--- src/rtl/zongxian_pkg.sv ---
// Shared types and helpers for the zongxian bus arbiter slice.
package zongxian_pkg;

  // Arbiter sequencing states.
  typedef enum logic [1:0] {
    IDLE = 2'd0,
    OWN  = 2'd1,
    TURN = 2'd2
  } zx_state_e;

  localparam int ZX_DATA_W = 8;

  // Ceiling log2, never below 1 so every derived vector has a legal width.
  function automatic int clog2(input int value);
    int w;
    w = 0;
    while ((32'sd1 <<< w) < value) begin
      w = w + 1;
    end
    return (w < 1) ? 1 : w;
  endfunction

endpackage

--- src/rtl/zx_rr_picker.sv ---
// Combinational round-robin picker: first set request at or after ptr,
// scanning upward and wrapping modulo N_REQ.
module zx_rr_picker
  import zongxian_pkg::*;
#(
  parameter int N_REQ = 4,
  parameter int PW    = clog2(N_REQ)
) (
  input  logic [N_REQ-1:0] req,
  input  logic [PW-1:0]    ptr,
  output logic [PW-1:0]    winner,
  output logic             any
);

  // Walk the request vector starting at ptr; the first hit wins.
  always_comb begin
    logic [PW:0]   sum_s;
    logic [PW-1:0] idx_s;
    winner = {PW{1'b0}};
    any    = 1'b0;
    sum_s  = {(PW+1){1'b0}};
    idx_s  = {PW{1'b0}};
    for (int off = 0; off < N_REQ; off++) begin
      sum_s = {1'b0, ptr} + (PW+1)'(off);
      if (sum_s >= (PW+1)'(N_REQ)) begin
        sum_s = sum_s - (PW+1)'(N_REQ);
      end else begin
        sum_s = sum_s;
      end
      idx_s = sum_s[PW-1:0];
      if (!any && req[idx_s]) begin
        any    = 1'b1;
        winner = idx_s;
      end else begin
        winner = winner;
      end
    end
  end

endmodule

--- src/rtl/zongxian_arbiter.sv ---
// Round-robin arbiter and beat sequencer for the shared zongxian bus.
// All outputs are registered; the owner's beats reach the bus one cycle later.
module zongxian_arbiter
  import zongxian_pkg::*;
#(
  parameter int N_REQ     = 4,
  parameter int DATA_W    = ZX_DATA_W,
  parameter int MAX_BEATS = 8
) (
  input  logic                    clk,
  input  logic                    rst_n,
  input  logic [N_REQ-1:0]        req,
  input  logic [N_REQ-1:0]        valid_in,
  input  logic [N_REQ-1:0]        last_in,
  input  logic [N_REQ*DATA_W-1:0] data_in,
  output logic [N_REQ-1:0]        gnt,
  output logic [clog2(N_REQ)-1:0] bus_owner,
  output logic [DATA_W-1:0]       bus_data,
  output logic                    bus_valid,
  output logic                    busy,
  output logic                    timeout
);

  localparam int PW = clog2(N_REQ);
  localparam int CW = clog2(MAX_BEATS + 1);

  zx_state_e         state_r, state_s;
  logic [PW-1:0]     ptr_r, ptr_s;
  logic [CW-1:0]     beat_cnt_r, beat_cnt_s;
  logic [N_REQ-1:0]  gnt_s;
  logic [PW-1:0]     owner_s;
  logic [DATA_W-1:0] data_s;
  logic              valid_s;
  logic              timeout_s;
  logic [PW-1:0]     winner_s;
  logic              any_s;

  zx_rr_picker #(
    .N_REQ (N_REQ),
    .PW    (PW)
  ) u_picker (
    .req    (req),
    .ptr    (ptr_r),
    .winner (winner_s),
    .any    (any_s)
  );

  // Next-state and next-output decode; only the owner's lanes are looked at.
  always_comb begin
    state_s    = state_r;
    ptr_s      = ptr_r;
    beat_cnt_s = beat_cnt_r;
    gnt_s      = gnt;
    owner_s    = bus_owner;
    data_s     = bus_data;
    valid_s    = 1'b0;
    timeout_s  = 1'b0;
    case (state_r)
      IDLE, TURN: begin
        if (any_s) begin
          state_s    = OWN;
          gnt_s      = {{(N_REQ-1){1'b0}}, 1'b1} << winner_s;
          owner_s    = winner_s;
          beat_cnt_s = {CW{1'b0}};
          if (winner_s == PW'(N_REQ - 1)) begin
            ptr_s = {PW{1'b0}};
          end else begin
            ptr_s = winner_s + PW'(1);
          end
        end else begin
          state_s = IDLE;
          gnt_s   = {N_REQ{1'b0}};
        end
      end
      OWN: begin
        if (!req[bus_owner]) begin
          // Owner withdrew: drop this cycle's beat and hand the bus back.
          state_s = TURN;
          gnt_s   = {N_REQ{1'b0}};
        end else begin
          valid_s = valid_in[bus_owner];
          if (valid_in[bus_owner]) begin
            data_s     = data_in[int'(bus_owner) * DATA_W +: DATA_W];
            beat_cnt_s = beat_cnt_r + CW'(1);
            if (last_in[bus_owner]) begin
              state_s = TURN;
              gnt_s   = {N_REQ{1'b0}};
            end else if (beat_cnt_r == CW'(MAX_BEATS - 1)) begin
              state_s   = TURN;
              gnt_s     = {N_REQ{1'b0}};
              timeout_s = 1'b1;
            end else begin
              state_s = OWN;
            end
          end else begin
            state_s = OWN;
          end
        end
      end
      default: begin
        state_s = IDLE;
        gnt_s   = {N_REQ{1'b0}};
      end
    endcase
  end

  // State register.
  always_ff @(posedge clk or negedge rst_n) begin
    if (!rst_n) begin
      state_r <= IDLE;
    end else begin
      state_r <= state_s;
    end
  end

  // Pointer, beat counter and registered bus outputs.
  always_ff @(posedge clk or negedge rst_n) begin
    if (!rst_n) begin
      ptr_r      <= {PW{1'b0}};
      beat_cnt_r <= {CW{1'b0}};
      gnt        <= {N_REQ{1'b0}};
      bus_owner  <= {PW{1'b0}};
      bus_data   <= {DATA_W{1'b0}};
      bus_valid  <= 1'b0;
      busy       <= 1'b0;
      timeout    <= 1'b0;
    end else begin
      ptr_r      <= ptr_s;
      beat_cnt_r <= beat_cnt_s;
      gnt        <= gnt_s;
      bus_owner  <= owner_s;
      bus_data   <= data_s;
      bus_valid  <= valid_s;
      busy       <= |gnt_s;
      timeout    <= timeout_s;
    end
  end

endmodule

--- config.mk ---
export PLATFORM = sky130hd
export DESIGN_NAME = zongxian_arbiter
export DESIGN_NICKNAME = d
export VERILOG_FILES = /design/src/rtl/zongxian_pkg.sv /design/src/rtl/zx_rr_picker.sv /design/src/rtl/zongxian_arbiter.sv
export SDC_FILE = /design/constraint.sdc
export NUM_CORES = 1
export LEC_CHECK = 0
export CAP_MARGIN = 10
export CELL_PAD_IN_SITES_DETAIL_PLACEMENT = 2
export CELL_PAD_IN_SITES_GLOBAL_PLACEMENT = 2
export CORE_MARGIN = 8
export CORE_UTILIZATION = 24
export CTS_CLUSTER_SIZE = 10
export DETAILED_ROUTE_END_ITERATION = 6
export GPL_TIMING_DRIVEN = 0
export HOLD_SLACK_MARGIN = 0.03
export PLACE_DENSITY = 0.8
export SLEW_MARGIN = 20
export SYNTH_ARGS = -nofsm -noshare
export SYNTH_HDL_FRONTEND = slang
export SYNTH_SLANG_ARGS = --single-unit
--- constraint.sdc ---
create_clock -name clk -period 1.7 [get_ports clk]
set_input_delay 0.425 -clock clk [delete_from_list [all_inputs] [get_ports clk]]
set_output_delay 0.425 -clock clk [all_outputs]
set_load 0.05 [all_outputs]
* Word-level counts from Yosys, hierarchy flattened
Index checks and enable logic that the tools add are counted.
** Storage, ports and cells
- Flip-flop bits (word level) :: 25
- Latch bits :: 0
- Bits in writable memories :: 0
- ROM bits :: 0
- Logic and storage cells :: 99
- Memories kept :: 0
** Operators by class
- Add/subtract/negate cells :: 9
- Multiply operators :: 0
- Div/mod/pow operators :: 0
- Magnitude comparators :: 9
- Eq/ne operators :: 7
- Shifts and indexed selects :: 2
- Muxes and demuxes :: 50
- Bitwise logic cells :: 0
- Reductions and logical operators :: 13
** Operator list (number)
- $mux 4 :: 8
- $shiftx 32x6->8 :: 1
- $mux 2 :: 13
- $mux 1 :: 19
- $pmux 4 s2 :: 2
- $lt 2x3->1 const B :: 5
- $bmux 1 s2 :: 7
- $ge 3x3->1 const B :: 3
- $sub 2x1->2 const B :: 4
- $add 2x2->3 const B :: 2
- $ne 2x2->1 const B :: 3
- $add 4x1->4 const B :: 1
- $eq 2x2->1 const B :: 2
- $eq 4x3->1 const B :: 1
- $pmux 2 s2 :: 1
- $reduce_and 4->1 :: 1
- $reduce_or 4->1 :: 1
- $shl 1x2->4 const A :: 1
- $add 2x1->3 const B :: 1
- $ge 2x3->1 const B :: 1
- $logic_and 1x1->1 :: 3
- $logic_not 1->1 :: 3
- $reduce_and 3->1 :: 1
- $add 2x1->2 const B :: 1
- 5 further kinds :: 5

* Longest topological paths before layout
- Depth after elaboration :: 18
- Mapped depth :: 7

* By module
A second synthesis with hierarchy kept.
** Unflattened totals
- Cell total of the unflattened synthesis :: 124
- Area total of the unflattened synthesis :: 1490.2 um2
** Modules (own cells, without submodules)
- zongxian_arbiter :: instances 1, cells each 109, area an instance 1412.6 um2
- zx_rr_picker :: instances 1, cells each 15, area an instance 77.6 um2

* Worst setup path before layout
OpenSTA, ideal clock, no wires.
- Kind :: reg-to-reg
- Start point :: reg bus_owner[0]
- End point :: reg gnt[0]
- Setup time :: 0.121 ns
- Data arrival time :: 2.038 ns
- Required time :: 1.579 ns
- Setup slack :: -0.459 ns
- Stages on the path, launching flop included :: 7
- Buffers on the path :: 3
- Period minus slack after synthesis :: 2.159 ns
- Cell sequence :: dfrtp_1 -> buf_6 -> mux4_2 -> buf_6 -> and3_4 -> buf_6 -> a22o_1
** Between the ends
- Longest elaborated chain between the ends :: 6
** Ends and longest elaborated chain
- from (decl) :: RTL line zongxian_arbiter.sv:17 : output logic [clog2(N_REQ)-1:0] bus_owner,
- from (signal assigned) :: RTL line zongxian_arbiter.sv:122 : bus_owner <= {PW{1'b0}};
- from (signal assigned) :: RTL line zongxian_arbiter.sv:131 : bus_owner <= owner_s;
- $bmux 1 s2 :: RTL line zongxian_arbiter.sv:85 : if (last_in[bus_owner]) begin
- $mux 1 (implied by the code) :: RTL line zongxian_arbiter.sv:85
- $mux 4 :: RTL line zongxian_arbiter.sv:85
- $mux 4 :: RTL line zongxian_arbiter.sv:82 : if (valid_in[bus_owner]) begin
- $mux 4 (*) :: RTL line zongxian_arbiter.sv:76 : if (!req[bus_owner]) begin
- $pmux 4 s2 (*) :: RTL line zongxian_arbiter.sv:58 : case (state_r)
- named net gnt_s[0] :: RTL line zongxian_arbiter.sv:30 : logic [N_REQ-1:0] gnt_s;
- to (signal assigned) :: RTL line zongxian_arbiter.sv:121 : gnt <= {N_REQ{1'b0}};
- to (signal assigned) :: RTL line zongxian_arbiter.sv:130 : gnt <= gnt_s;
- to (decl) :: RTL line zongxian_arbiter.sv:16 : output logic [N_REQ-1:0] gnt,
The timed path passes the listed nets; every way through them passes the cells marked *. The select of a mux whose other input is x is not followed.
A chain may end at the register's enable or synchronous reset.

* Final worst setup path
- Start point :: in req[1]
- End point :: reg busy
** Between the ends
- Longest elaborated chain between the ends :: 16
** Ends and longest elaborated chain
- from (decl) :: RTL line zongxian_arbiter.sv:12 : input logic [N_REQ-1:0] req,
- $bmux 1 s2 :: RTL line zx_rr_picker.sv:31 : if (!any && req[idx_s]) begin
- $mux 1 (implied by the code) :: RTL line zx_rr_picker.sv:31
- $mux 1 :: RTL line zx_rr_picker.sv:31
- $logic_not 1->1 :: RTL line zx_rr_picker.sv:31
- $logic_and 1x1->1 :: RTL line zx_rr_picker.sv:31
- $mux 1 :: RTL line zx_rr_picker.sv:31
- $logic_not 1->1 :: RTL line zx_rr_picker.sv:31
- $logic_and 1x1->1 :: RTL line zx_rr_picker.sv:31
- $mux 1 :: RTL line zx_rr_picker.sv:31
- $logic_not 1->1 :: RTL line zx_rr_picker.sv:31
- $logic_and 1x1->1 :: RTL line zx_rr_picker.sv:31
- $mux 2 (*) :: RTL line zx_rr_picker.sv:31
- named net u_picker.winner[0] :: RTL line zx_rr_picker.sv:11 : output logic [PW-1:0] winner,
- $shl 1x2->4 (*) :: RTL line zongxian_arbiter.sv:62 : gnt_s = {{(N_REQ-1){1'b0}}, 1'b1} << winner_s;
- $mux 4 (*) :: RTL line zongxian_arbiter.sv:60 : if (any_s) begin
- $pmux 4 s2 (*) :: RTL line zongxian_arbiter.sv:58
- $reduce_or 4->1 (*) :: RTL line zongxian_arbiter.sv:134 : busy <= |gnt_s;
- to (signal assigned) :: RTL line zongxian_arbiter.sv:134
- to (decl) :: RTL line zongxian_arbiter.sv:20 : output logic busy,
Marks and branches as above.

==> impl_metrics.json <==
{
  "dr_total_vias": 1348,
  "syn_nets": 163,
  "dieArea_sq_um": 9020,
  "cts.htree.levels": 1,
  "cp-start-kind": "input port",
  "critPathCaptureType": "flip-flop",
  "grt_pass1_wl_um": 8450,
  "syn2layout_area_growth_pct": 68.5,
  "dr.pass1.iters": 2,
  "cp.arrival_ns": 2.05,
  "worstMarginPinSlew_ns": 0.646,
  "cpMaxStageDelayCell": "nor4_2",
  "cts_buffers": 3,
  "finalSetupViolCount": 22,
  "highest_layer": "met4",
  "cp_common_cell": "nor4_4",
  "antenna_found_initial": 0,
  "design_area_sq_um": 2520,
  "leakage_uw": 0.00115,
  "wl_met1_um": 2210,
  "drt.antenna.violating_nets": 0,
  "r2r_end": "bus_data[0]$_DFFE_PN0P_",
  "hpwlAfterDp_um": 4160,
  "path_clk_slew_ns": 0.11,
  "wl_met2_um": 3270,
  "ys_warn_count": 0,
  "r2r_cells": 6,
  "irDropWorstVdd_mv": 0.630,
  "fin_crit_ns": 1.86,
  "drtIter0Drc": 32,
  "hold_slack_ns": 0.122,
  "relSlewSlack_pct": 56.7,
  "path_class": "input port to flip-flop",
  "synthCells": 112,
  "cpPeakStageDelay_ns": 0.52,
  "die_x_um": 95.0,
  "initial_utilization_pct": 25.0,
  "rows": 28,
  "cap_violations": 0,
  "placed_cell_area_sq_um": 2220,
  "hold_buffers": 0,
  "p_total_uw": 4640,
  "synth_edf_count": 0,
  "synthTopCellsByCount": "25 x dfrtp_1, 10 x mux2_2, 9 x mux4_1, 7 x a21oi_1",
  "drv_slew": 0,
  "clk_path_buf_depth": 2,
  "grt_pass1_vias": 1552,
  "cp_max_fo": 5,
  "rsz0062_at_grt": "true",
  "ys_seq_elements": 25,
  "io-pin-count": 63,
  "syn_avg_cell_area_sq_um": 13.4,
  "r2r_start": "bus_owner[0]$_DFFE_PN0P_",
  "grt_max_degree": 26,
  "skew_ns": 0.0110,
  "multi_input_area_sq_um": 950,
  "post-synth-top-area-cell": "dfrtp_1",
  "coreArea_sq_um": 5990,
  "yosysUniqueCellTypes": 35,
  "hold_viol_final": 0,
  "fin_ws_ns": -0.164,
  "violations": "negative setup slack",
  "overflow": 0,
  "routedWlPerCell_um": 21.8,
  "status": "complete, but fails checks",
  "fmax_mhz": 537,
  "synth_ff_type": "dfrtp_1",
  "drive_gt1_share_pct": 35.9,
  "worstPathRequired_ns": 1.88,
  "syn-cell-area_sq_um": 1500,
  "power_density_nw_per_um2": 1840,
  "clock-root-buffer": "clkbuf_8",
  "grt_usage_pct": 12.3,
  "drcViolationCount": 0,
  "wl_um": 5880,
  "synth_top_area_share_pct": 41.8,
  "yosysMostFrequentCell": "dfrtp_1",
  "pre_cts_ws_ns": -1.03,
  "die_height_um": 95.0,
  "r2r_slack_ns": -0.16,
  "path_cells": "dlygate4sd2_1, nor4_2, nor4_4, buf_4, ha_4, nor4_4, o2bb2ai_1",
  "fill_cells": 594,
  "cts_tree": "yes",
  "wl_met3_um": 275,
  "final_nets": 247,
  "regArea_sq_um": 629,
  "globalplace.congestion": 0.746,
  "period_share_pct": 110,
  "worstSkewPairLatency_ns": 0.29,
  "yosysSeqAreaShare_pct": 41.8,
  "port_buffers": 62,
  "synthTopCellsByArea": "dfrtp_1 42%, mux4_1 16%, mux2_2 7.5%",
  "hp-class": "input port to async pin",
  "insertedDiodeCount": 0,
  "async_flop_share_pct": 100,
  "cts_sinks": 25,
  "via_per_inst": 4.99
}
-- sequential cells by signal, summed over array words and instances (netlist names) --
register	flops
state_r	2
bus_data	8
timeout	1
beat_cnt_r	4
bus_owner	2
ptr_r	2
gnt	4
busy	1
bus_valid	1
-- cell type report --
cell class	count	share of cell area [%]
inverters	6	0.893
repair buffers	79	29.2
flip-flops and latches	25	25.0
clock inverters	1	0.199
plain buffers	4	1.69
well taps	75	3.72
clock buffers	3	1.64
multi-input cells	77	37.7
-- critical path, delay by kind of cell --
| kind | cells | cell delay (ns) |
|---|---|---|
| compound gates | 1 | 0.09 |
| simple gates | 3 | 0.89 |
| fa+ha+maj | 1 | 0.16 |
| buf+inv | 2 | 0.48 |
-- worst max-delay path by stage --
stage / startpoint / end / slack, ns / depth (start not counted)
final: req[1] / busy$_DFF_PN0_ / -0.16 / 7
after global routing: req[1] / busy$_DFF_PN0_ / -0.28 / 7
after CTS: ptr_r[1]$_DFFE_PN0P_ / busy$_DFF_PN0_ / -0.23 / 8
after floorplan: bus_owner[0]$_DFFE_PN0P_ / gnt[0]$_DFF_PN0_ / -0.29 / 6
after detailed placement: req[3] / busy$_DFF_PN0_ / -1.03 / 8
after global placement: req[3] / busy$_DFF_PN0_ / -0.87 / 8
-- stage by stage --
step | util (%) | TNS (ns) | instances
finish | 42.1 | -2.06 | 270
global route | 42.1 | -3.22 | 270
global placement | 37.1 | -15.42 | 249
floorplan | - | -4.25 | 112
detailed placement | 37.0 | -14.15 | 249
CTS | 39.5 | -1.82 | 260
-- metal layers --
layer / track usage, % / vias to the layer above
met5: 0 / -
met4: 5.20 / 0
met3: 2.62 / 9
met2: 23.6 / 38
met1: 12.5 / 696
li1: - / 605
-- kinds of logic (layout without fill, tap and decap cells) --
| group | Yosys count | in the layout | share of synthesized area, % |
|---|---|---|---|
| fa+ha+maj | 5 | 5 | 4.18 |
| buf+inv | 11 | 93 | 4.35 |
| simple gates | 26 | 27 | 11.3 |
| mux | 24 | 24 | 28.3 |
| compound gates | 21 | 21 | 10.0 |
| flops | 25 | 25 | 41.8 |
-- power by group --
group          total [uW]  internal, uW  switching [uW]  leakage, uW
registers            1080           857             220     0.000312
logic                3170          1460            1710     0.000814
clock network         395           165             229    0.0000255
total                4640          2480            2160      0.00115
-- what timing repair did --
| item | 4_1_cts | 5_1_grt |
|---|---|---|
| pin swaps | 6 | 11 |
| cloned | 1 | 0 |
| resized for setup | 44 | 29 |
| buffers inserted | 6 | 11 |
| setup endpoints to repair | 41 | 21 |
-- cells in the final DEF, fill, tap and decap left out, types with 2 or more instances in the layout --
cell type        synthesis  routed
a21oi_1                  7       4
a21oi_2                  0       3
a22o_1                   6       6
buf_4                    0      13
buf_6                    3       5
buf_8                    0       2
clkbuf_2                 0       4
clkbuf_8                 0       3
clkdlybuf4s50_1          0      39
dfrtp_1                 25      22
dfrtp_2                  0       3
dlygate4sd2_1            0      17
ha_1                     5       2
ha_4                     0       2
inv_1                    6       4
inv_2                    0       2
mux2_2                  10       2
mux2_4                   0       8
mux2i_1                  3       2
mux4_1                   9       8
mux4_2                   2       3
nand2_1                  3       3
nand2b_1                 4       3
nand3_4                  1       2
nor4_4                   0       2
Power figures use the tool's default switching activity.
